File: src/rtl/tt_sweep_ctrl.sv
// Truth-table sweep controller: steps {x,y,z} through all 8 input vectors, samples two
// function units (fa, fb) after a settle delay and reports tables, mismatch count and equivalence.
module tt_sweep_ctrl #(
   parameter int SETTLE_CYC = 1,
   parameter int GRAY_ORDER = 0
) (
   input  logic       clk,
   input  logic       rst_n,
   input  logic       start,
   input  logic       abort,
   output logic       x,
   output logic       y,
   output logic       z,
   input  logic       fa,
   input  logic       fb,
   output logic       busy,
   output logic       done,
   output logic [7:0] tt_a,
   output logic [7:0] tt_b,
   output logic [3:0] mismatch_cnt,
   output logic [2:0] first_bad,
   output logic       first_bad_vld,
   output logic       equiv
);

   typedef enum logic [1:0] {
      IDLE,
      SETTLE,
      SAMPLE,
      DONE
   } state_t;

   localparam logic [3:0] LP_SETTLE     = SETTLE_CYC[3:0];
   localparam logic       LP_HAS_SETTLE = (SETTLE_CYC != 0);

   state_t     r_state;
   logic [2:0] r_step;
   logic [3:0] r_wait;
   logic [2:0] r_vec;
   logic       r_busy;
   logic       r_done;
   logic [7:0] r_ttA;
   logic [7:0] r_ttB;
   logic [3:0] r_cnt;
   logic [2:0] r_firstBad;
   logic       r_vld;
   logic       r_equiv;

   logic       w_mis;
   logic [3:0] w_cntNext;
   logic [2:0] w_stepNext;

   // Application order of the vectors: plain binary or reflected Gray code.
   function automatic logic [2:0] vecOf(input logic [2:0] s);
      if (GRAY_ORDER != 0) begin
         return s ^ (s >> 1);
      end
      return s;
   endfunction

   assign w_mis      = fa ^ fb;
   assign w_cntNext  = r_cnt + {3'b000, w_mis};
   assign w_stepNext = r_step + 3'd1;

   always_ff @(posedge clk or negedge rst_n) begin
      if (!rst_n) begin
         r_state    <= IDLE;
         r_step     <= 3'd0;
         r_wait     <= 4'd0;
         r_vec      <= 3'd0;
         r_busy     <= 1'b0;
         r_done     <= 1'b0;
         r_ttA      <= 8'h00;
         r_ttB      <= 8'h00;
         r_cnt      <= 4'd0;
         r_firstBad <= 3'd0;
         r_vld      <= 1'b0;
         r_equiv    <= 1'b0;
      end else begin
         r_done <= 1'b0;
         case (r_state)
            IDLE: begin
               if (start && !abort) begin
                  r_ttA      <= 8'h00;
                  r_ttB      <= 8'h00;
                  r_cnt      <= 4'd0;
                  r_firstBad <= 3'd0;
                  r_vld      <= 1'b0;
                  r_equiv    <= 1'b0;
                  r_step     <= 3'd0;
                  r_vec      <= vecOf(3'd0);
                  r_busy     <= 1'b1;
                  if (LP_HAS_SETTLE) begin
                     r_wait  <= LP_SETTLE;
                     r_state <= SETTLE;
                  end else begin
                     r_state <= SAMPLE;
                  end
               end
            end
            SETTLE: begin
               if (abort) begin
                  r_state <= IDLE;
                  r_busy  <= 1'b0;
                  r_equiv <= 1'b0;
               end else begin
                  r_wait <= r_wait - 4'd1;
                  if (r_wait == 4'd1) begin
                     r_state <= SAMPLE;
                  end
               end
            end
            SAMPLE: begin
               // An abort discards this cycle's sample but keeps everything gathered so far.
               if (abort) begin
                  r_state <= IDLE;
                  r_busy  <= 1'b0;
                  r_equiv <= 1'b0;
               end else begin
                  r_ttA[r_vec] <= fa;
                  r_ttB[r_vec] <= fb;
                  if (w_mis) begin
                     r_cnt <= w_cntNext;
                     if (!r_vld) begin
                        r_firstBad <= r_vec;
                        r_vld      <= 1'b1;
                     end
                  end
                  if (r_step != 3'd7) begin
                     r_step <= w_stepNext;
                     r_vec  <= vecOf(w_stepNext);
                     if (LP_HAS_SETTLE) begin
                        r_wait  <= LP_SETTLE;
                        r_state <= SETTLE;
                     end
                  end else begin
                     r_state <= DONE;
                     r_busy  <= 1'b0;
                     r_done  <= 1'b1;
                     r_equiv <= (w_cntNext == 4'd0);
                  end
               end
            end
            DONE: begin
               r_state <= IDLE;
            end
            default: begin
               r_state <= IDLE;
               r_busy  <= 1'b0;
            end
         endcase
      end
   end

   assign x             = r_vec[2];
   assign y             = r_vec[1];
   assign z             = r_vec[0];
   assign busy          = r_busy;
   assign done          = r_done;
   assign tt_a          = r_ttA;
   assign tt_b          = r_ttB;
   assign mismatch_cnt  = r_cnt;
   assign first_bad     = r_firstBad;
   assign first_bad_vld = r_vld;
   assign equiv         = r_equiv;

endmodule

File: config.mk
export PLATFORM = sky130hd
export DESIGN_NAME = tt_sweep_ctrl
export DESIGN_NICKNAME = d
export VERILOG_FILES = /design/src/rtl/tt_sweep_ctrl.sv
export SDC_FILE = /design/constraint.sdc
export NUM_CORES = 1
export LEC_CHECK = 0
export BUFFER_PORTS_ARGS = -buffer_cell sky130_fd_sc_hd__buf_2
export CAP_MARGIN = 10
export CORE_UTILIZATION = 57
export CTS_BUF_LIST = sky130_fd_sc_hd__clkbuf_4
export CTS_CLUSTER_SIZE = 12
export DETAILED_ROUTE_END_ITERATION = 6
export HOLD_SLACK_MARGIN = 0.02
export PLACE_DENSITY = 0.87
export SLEW_MARGIN = 0
export SYNTH_ARGS = -nofsm -noshare
export SYNTH_HDL_FRONTEND = slang
export SYNTH_SLANG_ARGS = --single-unit
export TNS_END_PERCENT = 1
File: constraint.sdc
create_clock -name clk -period 2.5 [get_ports clk]
set_input_delay 0.125 -clock clk [delete_from_list [all_inputs] [get_ports clk]]
set_output_delay 0.125 -clock clk [all_outputs]
set_load 0.005 [all_outputs]
==> results.ini, run 1 <==
[critical_path]
critPathRequiredTime_ns=2.74
critPathArrivalTime_ns=2.32
critPathLaunchType=flip-flop
rr_endpoint=r_vec[0]$_DFFE_PN0P_
cp-end-kind=flip-flop
ff2ff_setup_slack_ns=0.41
critical_path_class=reg -> reg
r2r-start=r_state[0]$_DFFE_PN0P_
r2r_cells=6
cp_max_fo=9
cp-startpoint=r_state[0]$_DFFE_PN0P_

[sta]
tns_ns=0
rsz0062_at_grt=no
setup_slack_ns=0.414
fin_crit_ns=2.09
max_freq_mhz=479
tightest_slew_ns=0.772
setup_viol=0
skew_ns=0.0143
hold_violations=0
period_share_pct=83.5
maxSlewViolCount=0
maxSlewHeadroom_pct=48.5
whs_ns=0.120

[worst_hold_path]
hold_path.startpoint=start
whs_endpoint=r_state[0]$_DFFE_PN0P_
holdPathStages=3
hold_path.class=in -> reg

[synthesis]
synthCells=188
async_flop_share_pct=100
synth.distinct_cells=38
synth_edf_count=0
postSynthRegisterBits=36
syn_area_um2=1870
ys_seq_area_share_pct=48.2
syn_nets=204
syn_area_per_cell_um2=9.94
yosys_warnings=0
synth_top_flop_cell=dfrtp_1

[clock_network]
numCtsBuffers=5
htreeDepth=2
clockBufferDepth=2
post_cts_resized=0
cts_root_buffer=clkbuf_4
clock-sinks=36
cts_tree=done
cts.clk_slew.worst_paths_ns=0.11
clk_latency_ns=0.34

[global_route]
use_met2_pct=38.7
grt_overflow=0
antenna_found_initial=0
use_met3_pct=6.77
first_global_vias=1404
grt_busiest_layer=met2
grt_max_degree=37
track_usage_pct=23.1
grt_pass1_wl_um=5980
met1_usage_pct=28.3

[die]
io_pins=36
die_x_um=59.2
placeableCoreArea_um2=3080
die_area_um2=3510
initial_core_util_pct=60.7
die_h_um=59.2
rows=20

[cells_and_area]
layout_common_cells=dfrtp_1 (36), buf_2 (35), inv_1 (23)
final_nets=242
drive_gt1_share_pct=23.3
areaGrowthSynthToFinish_pct=16.5
fin_util_pct=70.7
antennaDiodeCount=0
fillers=259
final_common_cell=dfrtp_1

[detailed_routing]
remaining_drc_errors=0
drt_pass1_iterations=4
viasPerCell=5.56
routed_wirelength_um=3580
via_count=1506
wl_per_cell_um=13.2
ant_nets=0
initialDrtViolationCount=29

[placed_design]
dp_slack_ns=0.433
place_congestion=0.807
dp_hpwl_um=2610
port_buffers=35

[power_and_ir_drop]
powerDensity_nw_per_um2=861
leakagePower_nw=1.10
ir_drop_v=0.000667

[job]
maxCapViolCount=0

[outcome]
status=finished, final reports clean

-- critical path: stages, from the launching register on --
cell and delay (ns):
dfrtp_1 0.41, inv_1 0.08, ha_1 0.32, and2b_1 0.23, or3_1 0.46, a21o_1 0.23
mux2_4 0.25
-- flip-flops by register name, summed over array words and instances, names as in the netlist --
register,count
busy,1
done,1
equiv,1
first_bad,3
first_bad_vld,1
mismatch_cnt,4
r_state,2
r_vec,3
r_wait,4
tt_a,8
tt_b,8
-- cell families (layout without fill, tap and decap cells) --
| kind of cell | count (synthesis) | after routing | share of synthesized area (%) |
|---|---|---|---|
| fa+ha+maj | 10 | 10 | 6.70 |
| simple gates | 54 | 54 | 16.0 |
| compound gates | 50 | 50 | 18.8 |
| mux | 4 | 4 | 2.48 |
| xor+xnor | 3 | 3 | 1.41 |
| flops | 36 | 36 | 48.2 |
| buf+inv | 31 | 70 | 6.43 |
-- through the flow --
stage	instance area, um^2	std cells	total power, W
final	2180	271	0.00187
after global routing	2180	271	0.00201
after CTS	2180	271	0.00188
after detailed placement	2090	262	0.00147
after global placement	2090	262	0.00144
after floorplan	1870	188	0.00128
-- layer usage --
layer,wire length [um],up-vias,part of all wire [%]
li1,-,740,-
met1,1660,727,46
met2,1720,34,48
met3,152,5,4.2
met4,44,0,1.2
met5,0,-,0
-- layout make-up --
class / count / area (um^2) / area share (%)
well taps: 44 / 55.1 / 2.53
clock inverters: 2 / 35.0 / 1.61
inverters: 23 / 86.3 / 3.97
clock buffers: 6 / 45.0 / 2.07
multi-input cells: 121 / 847 / 38.9
repair buffers: 39 / 208 / 9.54
flip-flops and latches: 36 / 901 / 41.4
-- cell usage after synthesis, drive strengths merged, types with 2 or more instances --
cell type / n / area share [%]
a21o: 3 / 1.2
inv: 23 / 4.6
nand3b: 4 / 1.6
nand2: 15 / 3.0
mux2i: 2 / 1.1
ha: 10 / 6.7
o21bai: 2 / 0.80
or3b: 3 / 1.4
nor2: 5 / 1.0
nor2b: 2 / 0.67
mux2: 2 / 1.4
o311ai: 3 / 1.4
buf: 4 / 1.0
xnor2: 2 / 0.94
nor3b: 2 / 0.80
nand3: 7 / 1.9
o22ai: 16 / 5.4
clkbuf: 4 / 0.80
a22o: 4 / 1.9
a21oi: 11 / 2.9
o21ai: 5 / 1.3
dfrtp: 36 / 48
nor3: 3 / 0.80
and2: 3 / 1.0
nand2b: 4 / 1.7
or3: 4 / 1.3
-- how the worst max path moves through the flow --
stage	to	slack (ns)	depth (start not counted)
2_1_floorplan	r_vec[0]$_DFFE_PN0P_	0.61	7
3_3_place_gp	r_vec[0]$_DFFE_PN0P_	0.50	6
3_5_place_dp	r_vec[0]$_DFFE_PN0P_	0.43	6
4_1_cts	r_vec[0]$_DFFE_PN0P_	0.42	6
5_1_grt	r_vec[0]$_DFFE_PN0P_	0.30	6
6_report	r_vec[0]$_DFFE_PN0P_	0.41	6
-- power by group --
group	internal, W	switching [W]	leakage [nW]
registers	0.000660	0.0000611	0.493
clock network	0.000221	0.000192	0.0456
logic	0.000305	0.000436	0.565
total	0.00119	0.000690	1.10
-- what timing repair did --
| item | 4_1_cts | 5_1_grt |
|---|---|---|
| setup buffers | 0 | 0 |
| hold buffers | 1 | 0 |
| hold endpoints to repair | 36 | 0 |
| endpoints found under the setup margin | 0 | 0 |
No activity file was read; power rests on OpenSTA's default activity.
==> run 2: changes to the inputs <==
--- a/config.mk
+++ b/config.mk
@@ -7,12 +7,12 @@
 export LEC_CHECK = 0
 export BUFFER_PORTS_ARGS = -buffer_cell sky130_fd_sc_hd__buf_2
 export CAP_MARGIN = 10
-export CORE_UTILIZATION = 57
+export CORE_UTILIZATION = 51
 export CTS_BUF_LIST = sky130_fd_sc_hd__clkbuf_4
 export CTS_CLUSTER_SIZE = 12
 export DETAILED_ROUTE_END_ITERATION = 6
 export HOLD_SLACK_MARGIN = 0.02
-export PLACE_DENSITY = 0.87
+export PLACE_DENSITY = 0.82
 export SLEW_MARGIN = 0
 export SYNTH_ARGS = -nofsm -noshare
 export SYNTH_HDL_FRONTEND = slang
==> constraint.sdc (replaced) <==
create_clock -name clk -period 1.9 [get_ports clk]
set_input_delay 0.095 -clock clk [delete_from_list [all_inputs] [get_ports clk]]
set_output_delay 0.095 -clock clk [all_outputs]
set_load 0.005 [all_outputs]
==> run 2 against run 1 <==
Effect of this change: die area grew 11%; clock skew shrank 0.0034 ns; worst setup slack worse by 0.36 ns; sequential cell count stayed put; clock-buffer cell count unchanged; worst hold slack worse by 0.041 ns; largest cell class unchanged; total power up 44%; critical path depth grew 1; via count grew 3.1%; critical path type unchanged; fmax rose by 13%; sequential power increased by 32%; clock power rose by 34%.
==> results.ini, run 2 (synthesized netlist as in run 1, its figures left out) <==
[outcome]
status=finished, final reports clean

[die]
die_x_um=62.5
initial_core_util_pct=54.7
io_pins=36
die_area_um2=3910
rows=21
die_h_um=62.5
placeableCoreArea_um2=3420

[critical_path]
r2r-start=r_state[0]$_DFFE_PN0P_
ff2ff_setup_slack_ns=0.05
critPathLaunchType=flip-flop
critPathRequiredTime_ns=2.14
cp_max_fo=6
rr_endpoint=tt_a[3]$_DFFE_PN0P_
cp-end-kind=flip-flop
critPathArrivalTime_ns=2.08
r2r_cells=7
critical_path_class=reg -> reg

[power_and_ir_drop]
p_comb_share_pct=44.2
leakagePower_nw=1.16
powerDensity_nw_per_um2=1180
seqPwrFrac_pct=35.3
p_switching_w=0.000961
swShare_pct=35.7
ir_drop_v=0.000897
total_power_w=0.00269
clkPwrFrac_pct=20.6
p_int_w=0.00173

[clock_network]
numCtsBuffers=5
htreeDepth=2
clock-sinks=36
clockBufferDepth=2
cts_root_buffer=clkbuf_4
cts.clk_slew.worst_paths_ns=0.11
clk_latency_ns=0.35
cts_tree=done

[placed_design]
place_congestion=0.892
dp_hpwl_um=2710
port_buffers=35

[detailed_routing]
routed_wirelength_um=3750
viasPerCell=5.46
drt_pass1_iterations=4
wl_per_cell_um=13.2
remaining_drc_errors=0
ant_nets=0
via_count=1552
initialDrtViolationCount=63

[global_route]
antenna_found_initial=0
grt_max_degree=37
grt_overflow=0
first_global_vias=1458
grt_pass1_wl_um=6620
track_usage_pct=21.5

[sta]
rsz0062_at_grt=yes
skew_ns=0.0109
max_freq_mhz=541
maxSlewViolCount=0
period_share_pct=97.3
fin_crit_ns=1.85
setup_viol=0
hold_violations=0
maxSlewHeadroom_pct=48.7
tns_ns=0
tightest_slew_ns=0.770

[worst_hold_path]
hold_path.class=in -> reg
holdPathStages=3
hold_path.startpoint=start
whs_endpoint=r_state[0]$_DFFE_PN0P_

[cells_and_area]
antennaDiodeCount=0
drive_gt1_share_pct=29.4
fillers=288
layout_common_cells=dfrtp_1 (36), buf_2 (35), inv_1 (23)
final_nets=253
areaGrowthSynthToFinish_pct=22.4
final_common_cell=dfrtp_1

[job]
maxCapViolCount=0

run 2: cell types whose count changed in the layout (fill, tap and decap cells not counted):
cell      change
a2111o_2      +1
buf_4        +11
o311ai_2      +1
ha_1          -2
a2111o_1      -1
ha_2          +2
or3_1         -2
or3_4         +2
o311ai_1      -1
run 2: repair_timing:
action                     CTS  global route
hold endpoints to repair    36             0
cloned                       0             0
setup endpoints to repair    1            29
setup buffers                0             3
hold buffers                 1             0
gates resized for setup      1             5
pin swaps                    1             1
run 2: power by group through the flow:
stage	combinational, W	clock, W	sequential (W)
2_1_floorplan	0.000732	0	0.000959
6_report	0.00119	0.000554	0.000949
4_1_cts	0.00108	0.000562	0.000950
3_5_place_dp	0.00108	0	0.000963
3_3_place_gp	0.00104	0	0.000959
5_1_grt	0.00132	0.000600	0.000972
run 2: metal layers:
metal	global-route usage (%)	routed length (um)
met1	26.8	1700
met5	0	0
met2	36.3	1860
met4	7.85	54
met3	5.11	143
run 2: stage by stage:
stage	instances	util (%)	worst slack [ns]	area, um^2	hold slack [ns]
floorplan	188	-	0.00594	1870	-0.201
global placement	272	62.9	0.0628	2150	0.210
detailed placement	272	62.9	0.0102	2150	0.222
CTS	281	65.8	0.00549	2250	0.0784
global route	284	66.9	-0.0517	2290	0.106
finish	284	66.9	0.0509	2290	0.0790
run 2: cell type report:
| type | instances | area, um^2 | share of cell area [%] |
|---|---|---|---|
| flip-flops and latches | 36 | 901 | 39.4 |
| well taps | 46 | 57.6 | 2.52 |
| clock inverters | 2 | 35.0 | 1.53 |
| repair buffers | 50 | 290 | 12.7 |
| clock buffers | 6 | 45.0 | 1.97 |
| multi-input cells | 121 | 871 | 38.1 |
| inverters | 23 | 86.3 | 3.78 |
run 2: worst max path at each step:
stage,from,end,slack [ns],cells past startpoint
6_report,r_state[0]$_DFFE_PN0P_,tt_a[3]$_DFFE_PN0P_,0.05,7
4_1_cts,r_state[0]$_DFFE_PN0P_,mismatch_cnt[2]$_DFFE_PN0P_,0.005,6
2_1_floorplan,r_state[0]$_DFFE_PN0P_,r_vec[0]$_DFFE_PN0P_,0.006,7
3_5_place_dp,r_state[0]$_DFFE_PN0P_,first_bad[2]$_DFFE_PN0P_,0.01,5
3_3_place_gp,r_vec[1]$_DFFE_PN0P_,r_wait[2]$_DFFE_PN0P_,0.06,6
5_1_grt,r_state[1]$_DFFE_PN0P_,mismatch_cnt[2]$_DFFE_PN0P_,-0.05,6
run 2: critical path, stage by stage, from the launching register on:
cell	delay, ns
dfrtp_1	0.41
inv_1	0.08
ha_1	0.23
and2b_1	0.19
or3_4	0.36
buf_4	0.17
a21oi_1	0.19
o22ai_1	0.12
==> run 3: changes to the inputs <==
==> constraint.sdc (replaced) <==
create_clock -name clk -period 1.9 [get_ports clk]
set_input_delay 0.095 -clock clk [delete_from_list [all_inputs] [get_ports clk]]
set_output_delay 0.095 -clock clk [all_outputs]
set_load 0.05 [all_outputs]
==> run 3 against run 2 <==
Effect of this change: the run now ends with negative setup slack left; largest power group unchanged; worst setup slack worse by 0.062 ns; sequential cell count stayed put; non-clock buffer count is 2 higher; global-route usage is 1.0 points lower; via count is 0.84% lower; worst hold slack better by 0.027 ns; die area stayed put; combinational power is 13% higher; sequential share of layout area is 0.11 points lower.
==> results.ini, run 3 (synthesized netlist as in run 1, its figures left out) <==
[outcome]
status=finished, violations left
violations=negative setup slack

[sta]
max_freq_mhz=523
tightest_slew_ns=0.771
fin_crit_ns=1.91
maxSlewHeadroom_pct=48.6
period_share_pct=101
setup_viol=1
hold_violations=0
setup_slack_ns=-0.0112
whs_ns=0.106
rsz0062_at_grt=yes
skew_ns=0.0138
maxSlewViolCount=0

[die]
rows=21
initial_core_util_pct=54.7
die_area_um2=3910
die_x_um=62.5
io_pins=36
die_h_um=62.5
placeableCoreArea_um2=3420

[detailed_routing]
drt_pass1_iterations=4
ant_nets=0
viasPerCell=5.38
initialDrtViolationCount=64
remaining_drc_errors=0
wl_per_cell_um=13.2
routed_wirelength_um=3790
via_count=1539

[clock_network]
cts_root_buffer=clkbuf_4
cts.clk_slew.worst_paths_ns=0.10
clk_latency_ns=0.34
clock-sinks=36
htreeDepth=2
cts_tree=done
numCtsBuffers=5
clockBufferDepth=2

[power_and_ir_drop]
p_comb_share_pct=50.1
powerDensity_nw_per_um2=1170
clkPwrFrac_pct=14.6
p_int_w=0.00157
seqPwrFrac_pct=35.3
leakagePower_nw=1.14
swShare_pct=42.0
ir_drop_v=0.000955
total_power_w=0.00270
p_switching_w=0.00114

[global_route]
met1_usage_pct=26.6
grt_pass1_wl_um=6230
track_usage_pct=20.5
use_met3_pct=6.93
antenna_found_initial=0
first_global_vias=1419
grt_overflow=0
use_met2_pct=32.2
grt_busiest_layer=met2
grt_max_degree=37

[cells_and_area]
final_area_um2=2300
areaGrowthSynthToFinish_pct=23.0
instances_no_fill=286
layout_common_cells=buf_2 (35), dfrtp_1 (34), inv_1 (23)
antennaDiodeCount=0
drive_gt1_share_pct=30.8
fillers=275
final_nets=255
final_common_cell=buf_2

[placed_design]
dp_hpwl_um=2580
port_buffers=35
place_congestion=0.853
place_inst=270
place_area_um2=2140

[worst_hold_path]
hold_path.class=in -> reg

[critical_path]
critPathRequiredTime_ns=2.13
critPathArrivalTime_ns=2.14
cp_max_fo=4
critical_path_class=reg -> reg
critPathLaunchType=flip-flop
cp-end-kind=flip-flop

[job]
maxCapViolCount=0

run 3: worst max-delay path, cell delays in order (launching register included):
cell       delay [ns]
dfrtp_2          0.43
ha_4             0.17
ha_4             0.16
o21a_1           0.21
a2111oi_4        0.40
buf_4            0.20
mux2i_1          0.17
nand2_1          0.06
run 3: repair_timing:
item                                   in CTS  in global routing
endpoints found under the hold margin      36                  0
setup buffers                               0                  7
pin swaps                                   0                  4
resized for setup                           2                  6
hold buffers                                1                  0
setup endpoints to repair                   1                 28
run 3: worst paths after layout:
kind                                       from                endpoint  slack [ns]  depth (start not counted)
setup reg to reg           r_vec[0]$_DFFE_PN0P_   r_wait[3]$_DFFE_PN0P_       -0.01                          7
max in group asynchronous                 rst_n    r_vec[0]$_DFFE_PN0P_        1.01                          2
min in group asynchronous                 rst_n     tt_b[2]$_DFFE_PN0P_        0.36                          2
setup / recovery           r_vec[0]$_DFFE_PN0P_   r_wait[3]$_DFFE_PN0P_       -0.01                          7
hold / removal                            start  r_state[0]$_DFFE_PN0P_        0.11                          3
hold reg to reg               equiv$_DFFE_PN0P_       equiv$_DFFE_PN0P_        0.51                          1
run 3: layout make-up:
type	instances	area [um^2]	area share, %
timing repair buffer	52	305	13.3
clock inverter	2	11.3	0.490
tap	46	57.6	2.50
inverter	23	86.3	3.76
clock buffer	6	45.0	1.96
multi-input combinational	121	890	38.7
sequential	36	903	39.3
run 3: per-layer routing:
layer | vias to the layer above | part of all wire (%)
li1 | 769 | -
met1 | 721 | 44
met2 | 45 | 50
met3 | 4 | 4.7
met4 | 0 | 0.82
met5 | - | 0
run 3: power groups by stage:
stage               sequential (W)  clock (W)  combinational (W)
floorplan                  0.00115          0           0.000736
finish                    0.000953   0.000396            0.00135
CTS                       0.000953   0.000417            0.00125
global placement          0.000963          0            0.00123
detailed placement        0.000966          0            0.00124
global route              0.000969   0.000459            0.00149
run 3: per-stage QoR:
stage / setup TNS, ns / worst slack, ns / util [%]
4_1_cts: 0 / 0.0502 / 64.7
3_5_place_dp: -0.0173 / -0.0173 / 62.6
3_3_place_gp: 0 / 0.0461 / 62.6
5_1_grt: -0.104 / -0.0640 / 67.3
2_1_floorplan: 0 / 0.00131 / -
6_report: -0.0112 / -0.0112 / 67.3
